`config.mk`:
```
export PLATFORM = sky130hd
export DESIGN_NAME = mdio_master
export DESIGN_NICKNAME = d
export VERILOG_FILES = /design/src/rtl/mdio_master.sv
export SDC_FILE = /design/constraint.sdc
export NUM_CORES = 1
export LEC_CHECK = 0
export ABC_AREA = 1
export CAP_MARGIN = 20
export CORE_ASPECT_RATIO = 0.9
export CORE_MARGIN = 5
export CORE_UTILIZATION = 40
export DETAILED_ROUTE_END_ITERATION = 8
export PLACE_DENSITY_LB_ADDON = 0.15
export SLEW_MARGIN = 20
export SYNTH_ARGS = -nofsm -noshare
export SYNTH_HDL_FRONTEND = slang
export SYNTH_SLANG_ARGS = --single-unit
```
`constraint.sdc`:
```
create_clock -name clk -period 4.14 [get_ports clk]
set_input_delay 1.035 -clock clk [delete_from_list [all_inputs] [get_ports clk]]
set_output_delay 1.035 -clock clk [all_outputs]
set_load 0.05 [all_outputs]
```
`src/rtl/mdio_master.sv`:
```
// mdio_master: Clause-22 MDIO master; one register read/write per cmd handshake,
// serialised onto mdc / split-tristate mdio, result returned on a 1-cycle rsp strobe.
// Latency: rsp_valid at accept + 1 + (PREAMBLE_LEN+32)*2*CLK_DIV; cmd_ready only in IDLE.
// Ports: cmd_* request (valid/ready), rsp_* result, mdc/mdio_o/mdio_oe/mdio_i to the pad, busy.
module mdio_master #(
    parameter int CLK_DIV      = 4,
    parameter int PREAMBLE_LEN = 32
) (
    input  logic        clk,
    input  logic        rst_n,
    input  logic        cmd_valid,
    output logic        cmd_ready,
    input  logic        cmd_write,
    input  logic [4:0]  cmd_phyad,
    input  logic [4:0]  cmd_regad,
    input  logic [15:0] cmd_wdata,
    output logic        rsp_valid,
    output logic [15:0] rsp_rdata,
    output logic        rsp_err,
    output logic        mdc,
    output logic        mdio_o,
    output logic        mdio_oe,
    input  logic        mdio_i,
    output logic        busy
);

    typedef enum logic [2:0] {S_IDLE, S_PRE, S_HDR, S_TA, S_DATA, S_DONE} state_t;

    localparam logic [7:0] DIV_LAST = 8'(CLK_DIV - 1);
    localparam logic [5:0] PRE_LAST = 6'((PREAMBLE_LEN > 0) ? PREAMBLE_LEN - 1 : 0);

    state_t      state_q, state_d;
    logic [7:0]  div_cnt;
    logic [5:0]  bit_cnt;
    logic        mdc_q;
    logic        wr_q;
    logic        ta_err;
    logic [31:0] tx_sr;     // ST, OP, PHYAD, REGAD, TA, DATA; MSB goes out first
    logic [15:0] rx_sr;
    logic [15:0] rdata_q;
    logic        err_q;
    logic        accept, in_frame, half_end, bit_end, mdc_rise, last_bit;

    assign accept   = cmd_valid && (state_q == S_IDLE);
    assign in_frame = (state_q == S_PRE) || (state_q == S_HDR) ||
                      (state_q == S_TA)  || (state_q == S_DATA);
    assign half_end = in_frame && (div_cnt == DIV_LAST);
    // mdc_q is the bit-period phase: low half first, high half second.
    assign bit_end  = half_end && mdc_q;
    assign mdc_rise = half_end && !mdc_q;

    assign cmd_ready = (state_q == S_IDLE);
    assign busy      = !cmd_ready;
    assign mdc       = mdc_q;
    assign rsp_rdata = rdata_q;
    assign rsp_err   = err_q;

    always_comb begin
        last_bit = 1'b0;
        case (state_q)
            S_PRE:   last_bit = (bit_cnt == PRE_LAST);
            S_HDR:   last_bit = (bit_cnt == 6'd13);
            S_TA:    last_bit = (bit_cnt == 6'd1);
            S_DATA:  last_bit = (bit_cnt == 6'd15);
            default: last_bit = 1'b0;
        endcase
    end

    always_comb begin
        state_d   = state_q;
        rsp_valid = 1'b0;
        mdio_o    = 1'b1;
        mdio_oe   = 1'b0;
        case (state_q)
            S_IDLE: if (cmd_valid) state_d = (PREAMBLE_LEN == 0) ? S_HDR : S_PRE;
            S_PRE: begin
                mdio_oe = 1'b1;
                if (bit_end && last_bit) state_d = S_HDR;
            end
            S_HDR: begin
                mdio_oe = 1'b1;
                mdio_o  = tx_sr[31];
                if (bit_end && last_bit) state_d = S_TA;
            end
            S_TA, S_DATA: begin
                // reads hand the line to the PHY from the first turnaround bit
                mdio_oe = wr_q;
                mdio_o  = wr_q ? tx_sr[31] : 1'b1;
                if (bit_end && last_bit) state_d = (state_q == S_TA) ? S_DATA : S_DONE;
            end
            S_DONE: begin
                rsp_valid = 1'b1;
                state_d   = S_IDLE;
            end
            default: state_d = S_IDLE;
        endcase
    end

    always_ff @(posedge clk or negedge rst_n) begin
        if (!rst_n) state_q <= S_IDLE;
        else        state_q <= state_d;
    end

    always_ff @(posedge clk or negedge rst_n) begin
        if (!rst_n) begin
            div_cnt <= '0;
            bit_cnt <= '0;
            mdc_q   <= 1'b0;
            wr_q    <= 1'b0;
            ta_err  <= 1'b0;
            tx_sr   <= '0;
            rx_sr   <= '0;
            rdata_q <= '0;
            err_q   <= 1'b0;
        end else if (accept) begin
            div_cnt <= '0;
            bit_cnt <= '0;
            mdc_q   <= 1'b0;
            wr_q    <= cmd_write;
            ta_err  <= 1'b0;
            tx_sr   <= {2'b01, (cmd_write ? 2'b01 : 2'b10), cmd_phyad, cmd_regad,
                        (cmd_write ? 2'b10 : 2'b11), cmd_wdata};
        end else if (in_frame) begin
            if (half_end) begin
                div_cnt <= '0;
                mdc_q   <= !mdc_q;
            end else begin
                div_cnt <= div_cnt + 8'd1;
            end
            if (mdc_rise) begin
                // a PHY that answers pulls the second TA bit low
                if (state_q == S_TA && bit_cnt == 6'd1) ta_err <= mdio_i;
                if (state_q == S_DATA) rx_sr <= {rx_sr[14:0], mdio_i};
            end
            if (bit_end) begin
                bit_cnt <= last_bit ? 6'd0 : bit_cnt + 6'd1;
                if (state_q != S_PRE) tx_sr <= {tx_sr[30:0], 1'b0};
                if (state_q == S_DATA && last_bit) begin
                    err_q <= !wr_q && ta_err;
                    if (!wr_q) rdata_q <= rx_sr;
                end
            end
        end
    end

endmodule

```
**Word level (Yosys, flattened, before mapping)**

Index checks and enable logic that the tools add are counted.

- Bitwise operators: 2
- Mux-type cells: 31
- Reduce and logical (&&, ||, !) cells: 31
- Equal/unequal tests: 15
- Add/sub/neg operators: 2

Operator list:

| cell | number |
|---|---|
| 32-bit 2-to-1 mux | 4 |
| 6-bit 2-to-1 mux | 4 |
| 8-bit 2-to-1 mux | 3 |
| 6-bit by 4-bit == test with 1-bit output, second input constant | 2 |
| 3-bit 2-to-1 mux | 4 |
| 3-bit one-hot mux with 4 select lines | 1 |
| 4-bit AND reduction | 3 |
| 2-bit nonzero test | 6 |
| 1-bit 2-to-1 mux | 11 |
| 8-bit by 1-bit adder with 8-bit output, second input constant | 1 |
| 8-bit by 2-bit == test with 1-bit output, second input constant | 1 |
| 1-bit logical AND | 8 |
| 6-bit by 1-bit adder with 6-bit output, second input constant | 1 |
| 3-bit by 2-bit == test with 1-bit output, second input constant | 2 |
| 3-bit == test, second input constant | 2 |
| 6-bit by 1-bit == test with 1-bit output, second input constant | 1 |
| 6-bit by 5-bit == test with 1-bit output, second input constant | 1 |
| 3-bit AND reduction | 2 |
| 5-bit AND reduction | 1 |
| 2-bit by 1-bit != test with 1-bit output, second input constant | 2 |
| 2-bit != test, second input constant | 2 |
| 1-bit one-hot mux with 2 select lines | 2 |
| 1-bit one-hot mux with 4 select lines | 1 |
| 2-bit AND reduction | 2 |
| other kinds (8) | 14 |

- Bits of input ports: 31
- Flip-flop bits (word level): 85

**Depth between registers and ports, before layout**

Gate-level depths: netlist of run 1.

- Word-level depth: 9
- Gate-level depth with buffers: 13
- Depth with buffers taken out: 11

**Worst setup path before layout of run 1**

OpenSTA, ideal clock, no wires.

- Kind: register to output
- Start: register state_q[1]
- End: output mdio_o
- Slack: 0.945 ns
- Cell stages (with the launch flop): 8
- Buffers on the path: 2
- Data required time: 3.105 ns
- Arrival time: 2.160 ns
- Cells stage by stage: dfrtp_1 -> buf_6 -> nor2_4 -> nand2_2 -> inv_1 -> buf_2 -> nor2_1 -> o21ai_0

- Cells in the longest elaborated chain, start to end: 3
- Elaborated cells on any way between the ends: 5

Ends and longest elaborated chain:

| what | line | source |
|---|---|---|
| start: declaration | 32 | `state_t state_q, state_d;` |
| start signal: assignment | 101 | `else state_q <= state_d;` |
| 3-bit by 2-bit == test with 1-bit output / 3-bit == test (equally long branches) | 74 | `case (state_q)` |
| 2-bit OR reduction | 74 |  |
| 1-bit one-hot mux with 2 select lines (*) | 74 |  |
| end: declaration | 21 | `output logic mdio_o,` |

Mark *: on every way between the ends. The rest lies on a longest branch, timed or not.

**Worst setup path after layout of run 1**

- Start: register state_q[1]
- End: output mdio_oe

- Cells in the longest elaborated chain, start to end: 3
- Elaborated cells on any way between the ends: 7

Ends and longest elaborated chain:

| what | line | source |
|---|---|---|
| 3-bit by 2-bit == test with 1-bit output (tied with other cells) | 74 |  |
| 2-bit OR reduction, on equally long branches | -- |  |
| 1-bit one-hot mux with 2 select lines (*) | 74 |  |
| end: declaration | 22 | `output logic mdio_oe,` |

Marked as above.

==> results of run 1 <==
-- metrics by stage --
step	cells	setup WS (ns)	hold slack, ns
floorplan	508	0.945	0.442
global route	684	0.638	0.496
CTS	684	0.732	0.473
global placement	669	1.12	0.453
detailed placement	669	1.09	0.458
finish	684	0.750	0.464
-- metal layers --
metal / vias up / track usage (%)
li1: 1743 / -
met1: 1606 / 18.6
met2: 58 / 23.6
met3: 10 / 4.10
met4: 0 / 4.18
met5: - / 0
-- worst min path at each step --
stage | from | end | slack, ns | cells past startpoint
3_3_place_gp | rsp_rdata[3]$_DFFE_PN0P_ | rsp_rdata[3]$_DFFE_PN0P_ | 0.45 | 2
6_report | rsp_rdata[3]$_DFFE_PN0P_ | rsp_rdata[3]$_DFFE_PN0P_ | 0.46 | 2
3_5_place_dp | rsp_rdata[8]$_DFFE_PN0P_ | rsp_rdata[8]$_DFFE_PN0P_ | 0.46 | 2
4_1_cts | rsp_rdata[3]$_DFFE_PN0P_ | rsp_rdata[3]$_DFFE_PN0P_ | 0.47 | 2
2_1_floorplan | rx_sr[15]$_DFFE_PN0P_ | rx_sr[15]$_DFFE_PN0P_ | 0.44 | 2
5_1_grt | rsp_rdata[7]$_DFFE_PN0P_ | rsp_rdata[7]$_DFFE_PN0P_ | 0.50 | 2
-- report_power, final --
part / internal (mW) / switching [mW]
registers: 0.831 / 0
logic: 0.0249 / 0.0209
clock network: 0.418 / 0.300
-- logic make-up after synthesis --
kind of cell / Yosys count / share of synthesized area (%)
xor gates and xnor gates: 4 / 0.831
AOI/OAI and AO/OA: 83 / 10.2
buffers and inverters: 72 / 8.76
adders and majority gates: 3 / 0.891
and+or+nand+nor: 261 / 28.9
DFF: 85 / 50.5
-- cell usage after synthesis (4+ instances only) --
library cell | count | area share (%)
nand2_1 | 168 | 15
buf_4 | 4 | 0.71
dfrtp_1 | 85 | 50
buf_6 | 9 | 2.4
nand4_1 | 23 | 3.4
inv_2 | 4 | 0.36
nand2_2 | 7 | 1.0
nand2_4 | 5 | 1.3
a21oi_1 | 8 | 0.95
buf_2 | 6 | 0.71
nand3_1 | 29 | 3.4
o21ai_0 | 40 | 4.7
o21ai_1 | 28 | 3.3
nor2_1 | 15 | 1.3
inv_1 | 44 | 3.9
-- sequential cells by signal, indices dropped and copies added, names as in the netlist --
signal,flops
rsp_rdata,16
mdc,1
tx_sr,32
rsp_err,1
div_cnt,8
rx_sr,16
ta_err,1
bit_cnt,6
wr_q,1
state_q,3
-- cell type report --
class	instances	area [um2]	share of cell area (%)
clock buffers	13	250	5.01
clock inverters	2	10.0	0.200
well taps	129	161	3.23
multi-input cells	351	1720	34.4
flip-flops and latches	85	2130	42.5
inverters	49	189	3.78
repair buffers	55	543	10.9
-- worst max-delay path: stages, from the launching register on --
cell             delay [ns]
dfrtp_1                0.51
nor2_4                 0.19
nand2_2                0.09
nand2_4                0.12
inv_1                  0.12
a31oi_1                0.17
clkdlybuf4s50_1        0.82
==> metrics.cfg, run 1 <==
[floorplan]
initial_core_util_pct = 41.0
die_x_um = 118
dieHeight_um = 107
core_region_area_um2 = 10300
num_rows = 35
die_area_um2 = 12700
io_pins = 54

[critical_path]
r2r-end = rsp_rdata[5]$_DFFE_PN0P_
start_kind = flip-flop
crit_required_ns = 3.11
arrival_ns = 2.35
worst-r2r-setup-slack_ns = 2.01
timing_worst_setup_path_type = reg -> out
startpoint = state_q[1]$_DFFE_PN0P_
critPathCaptureType = output port
cp-endpoint = mdio_oe
r2r-start = state_q[1]$_DFFE_PN0P_
cp_max_fo = 9
r2r_cells = 7

[sta]
final-max-slew-violation-count = 0
fin_skew_ns = 0.00528
setup_viol_count_final = 0
slew_headroom_pct = 38.8
tns_ns = 0
hold_violations = 0
fmax_ghz = 0.295
rsz0062_at_grt = false
finalCritPeriodShare_pct = 81.9
finalWorstPathRequiredPeriod_ns = 3.39
tightest_slew_ns = 0.918

[placement]
dp_hpwl_mm = 5.86
dpl_cell_area_um2 = 4740
port-buffer-count = 53
gp_congestion = 0.808

[power]
power.leakage_nw = 2.38
p_per_area_nw_per_um2 = 319
ir_worst_vdd_mv = 0.257
p_total_mw = 1.59

[global_route]
grt.total_usage_pct = 14.4
grt_overflow = 0
grt_pass1_vias = 3262
antenna_found_initial = 0
grt_max_degree = 72
grt_first_pass_wirelength_mm = 15.2

[clocking]
cts.hold.buffers_added = 0
cts.sinks = 85
tritoncts = done
cts_made_buffers = 9
h-tree-depth = 3
clk_path_buf_depth = 2
cts_setup_buffers = 0
cts_resized = 0
clk_latency_ns = 0.33
clk_pin_slew_ns = 0.05
root_buffer = clkbuf_16

[drt]
top_layer = met4
drc = 0
wl_met1_mm = 4.14
drtIter0Drc = 178
wl_per_cell_um = 12.6
totalWireLength_mm = 8.59
detail-route-antenna-nets = 0
route.met2.wl_mm = 3.99
route.vias.total = 3417
dr.pass1.iters = 4
drt-vias-per-instance = 5.00
met3_length_um = 368

[cells_and_area]
layout_commonest_cell = nand2_1
final_util_pct = 48.6
fillers = 1038
final_cell_mix = nand2_1 (168), dfrtp_1 (85), clkdlybuf4s50_1 (52), inv_1 (44), o21ai_0 (40)
drive_above_1_share_pct = 7.75
design_area_um2 = 5000
syn2layout_area_growth_pct = 18.6
layout.nets = 585
num_antenna_cells = 0

[logic_synthesis]
synth-seq-cells = 85
async_flop_share_pct = 100
ys_types = 37
synth_ff_type = dfrtp_1
yosys_warnings = 0
synth_nets = 542
avgSynthCellArea_um2 = 8.30
synth_edf_count = 0
synth-seq-area-share_pct = 50.5
synthesis.area_um2 = 4220
synth_cells = 508

[flow_run]
cap_violations = 0

[min_path]
min_path_type = reg -> reg

[status]
status = complete, no violations

Note: power is estimated with default switching activity, not from simulation.
==> run 2: changes to the inputs <==
==> constraint.sdc (replaced) <==
create_clock -name clk -period 2.8 [get_ports clk]
set_input_delay 0.7 -clock clk [delete_from_list [all_inputs] [get_ports clk]]
set_output_delay 0.7 -clock clk [all_outputs]
set_load 0.05 [all_outputs]
==> run 2 against run 1 <==
Effect of this change: final area grew 2.8%; clock power grew 91%; via count shrank 1.5%; critical endpoint is now cmd_ready; global-route usage shrank 0.74 points; sequential share of layout area shrank 1.2 points; wire length shrank 2.0%; sequential power grew 48%; worst setup slack lost 0.64 ns; die area is the same.
==> metrics.cfg, run 2 (synthesized netlist as in run 1, its figures left out) <==
[clocking]
h-tree-depth = 3  ; unchanged
cts_setup_buffers = 0  ; unchanged
clk_pin_slew_ns = 0.06  ; about the same
cts.hold.buffers_added = 0  ; unchanged
cts_made_buffers = 9  ; unchanged
cts.sinks = 85  ; unchanged
tritoncts = done
cts_resized = 0  ; unchanged
clk_path_buf_depth = 2  ; unchanged
root_buffer = clkbuf_16
clk_latency_ns = 0.33  ; about the same

[sta]
worst_slack_ns = 0.111  ; -0.640 ns
slew_headroom_pct = 66.6  ; +28 points
tightest_slew_ns = 0.499  ; -0.419 ns
finalWorstPathRequiredPeriod_ns = 2.69
timing.hold.ws_ns = 0.267  ; -0.197 ns
finalCritPeriodShare_pct = 96.1
tns_ns = 0  ; unchanged
fmax_ghz = 0.372
setup_viol_count_final = 0  ; unchanged
rsz0062_at_grt = false
hold_violations = 0  ; unchanged
fin_skew_ns = 0.00490  ; -0.000384 ns
final-max-slew-violation-count = 0  ; unchanged

[global_route]
grt_first_pass_wirelength_mm = 14.5  ; -4.6%
grt_max_degree = 63  ; -13%
grt_pass1_vias = 3104  ; -4.8%
grt.total_usage_pct = 13.6  ; -0.74 points
antenna_found_initial = 0  ; unchanged
grt_overflow = 0  ; unchanged

[placement]
dp_hpwl_mm = 5.73  ; -2.2%
gp_congestion = 0.779  ; -3.5%
dp.cells = 670  ; +0.15%
port-buffer-count = 53  ; unchanged
dpl_cell_area_um2 = 4790  ; +1.1%
dp_slack_ns = 0.465  ; -0.625 ns

[critical_path]
critPathCaptureType = output port
start_kind = flip-flop
crit_required_ns = 2.10  ; -1.01 ns
timing_worst_setup_path_type = reg -> out
arrival_ns = 1.99  ; -0.36 ns
cp_max_fo = 9  ; unchanged

[floorplan]
dieHeight_um = 107  ; unchanged
die_x_um = 118  ; unchanged
num_rows = 35  ; unchanged
io_pins = 54  ; unchanged
core_region_area_um2 = 10300  ; unchanged
initial_core_util_pct = 41.0  ; unchanged
die_area_um2 = 12700  ; unchanged

[power]
ir_worst_vdd_mv = 0.400  ; +56%
p_per_area_nw_per_um2 = 519  ; +63%
power.leakage_nw = 2.44  ; +2.8%

[status]
status = complete, no violations

[cells_and_area]
syn2layout_area_growth_pct = 21.9
largest_reg_flops = 32  ; unchanged
layout_commonest_cell = nand2_1
multi_input_area_um2 = 1720  ; unchanged
layout.nets = 586  ; +0.17%
regMostFlops = tx_sr
final_cells = 686  ; +0.29%
design_area_um2 = 5140  ; +2.8%
drive_above_1_share_pct = 8.98  ; +1.2 points
fillers = 988  ; -4.8%
final_cell_mix = nand2_1 (168), dfrtp_1 (85), clkdlybuf4s50_1 (50), inv_1 (44), o21ai_0 (39)
num_antenna_cells = 0  ; unchanged
register_area_um2 = 2130  ; unchanged

[drt]
route.vias.total = 3366  ; -1.5%
drtIter0Drc = 199  ; +12%
totalWireLength_mm = 8.42  ; -2.0%
drc = 0  ; unchanged
detail-route-antenna-nets = 0  ; unchanged
drt-vias-per-instance = 4.91  ; -1.8%
dr.pass1.iters = 4  ; unchanged
wl_per_cell_um = 12.3  ; -2.3%

[min_path]
min_path_type = in -> async

[flow_run]
cap_violations = 0  ; unchanged

## run 2: cell types whose count changed in the layout (fill, tap and decap cells not counted), sizes merged
cell and delta:
buf +3, bufinv +3, clkbuf -3, clkdlybuf4s50 -2
inv +1
## run 2: final cells by class
cell class / instances / share of cell area, %
Sequential cell: 85 / 41.4
Multi-Input combinational cell: 351 / 33.4
Timing Repair Buffer: 56 / 11.6
Clock buffer: 10 / 4.65
Inverter: 49 / 3.68
Tap cell: 129 / 3.14
Clock inverter: 6 / 2.12
## run 2: metrics by stage
step / util (%) / power (mW)
final: 49.9 / 2.67
after global routing: 49.9 / 2.76
after CTS: 49.9 / 2.71
after detailed placement: 46.6 / 1.32
after global placement: 46.6 / 1.32
after floorplan: - / 1.25
## run 2: where the power goes
part	switching, mW	leakage [nW]	internal [mW]	total (mW)
sequential	0	1.01	1.23	1.23
combinational	0.0311	1.26	0.0388	0.0699
clock	0.472	0.173	0.895	1.37
## run 2: worst max-delay path, stage by stage, from the launching register on
cell and delay, ns:
dfrtp_1 0.51, nor2_4 0.19, nand2_2 0.07, inv_2 0.08, clkdlybuf4s50_1 0.80
## run 2: path summary, 6_finish.rpt
check	end	depth (start not counted)	slack, ns	startpoint
max	cmd_ready	4	0.11	state_q[1]$_DFFE_PN0P_
min in group clk	rsp_rdata[7]$_DFFE_PN0P_	2	0.47	rsp_rdata[7]$_DFFE_PN0P_
min reg2reg	rsp_rdata[7]$_DFFE_PN0P_	2	0.47	rsp_rdata[7]$_DFFE_PN0P_
min	rsp_rdata[1]$_DFFE_PN0P_	1	0.27	rst_n
max reg2reg	rx_sr[13]$_DFFE_PN0P_	8	0.73	div_cnt[0]$_DFFE_PN0P_
max in group asynchronous	div_cnt[4]$_DFFE_PN0P_	2	1.90	rst_n
## run 2: layer usage
layer | vias to the layer above | routed length [um] | track usage [%] | part of all wire (%)
li1 | 1739 | - | - | -
met1 | 1567 | 4080 | 18.5 | 48
met2 | 51 | 3820 | 21.1 | 45
met3 | 9 | 421 | 4.36 | 5.0
met4 | 0 | 100 | 3.69 | 1.2
met5 | - | 0 | 0 | 0
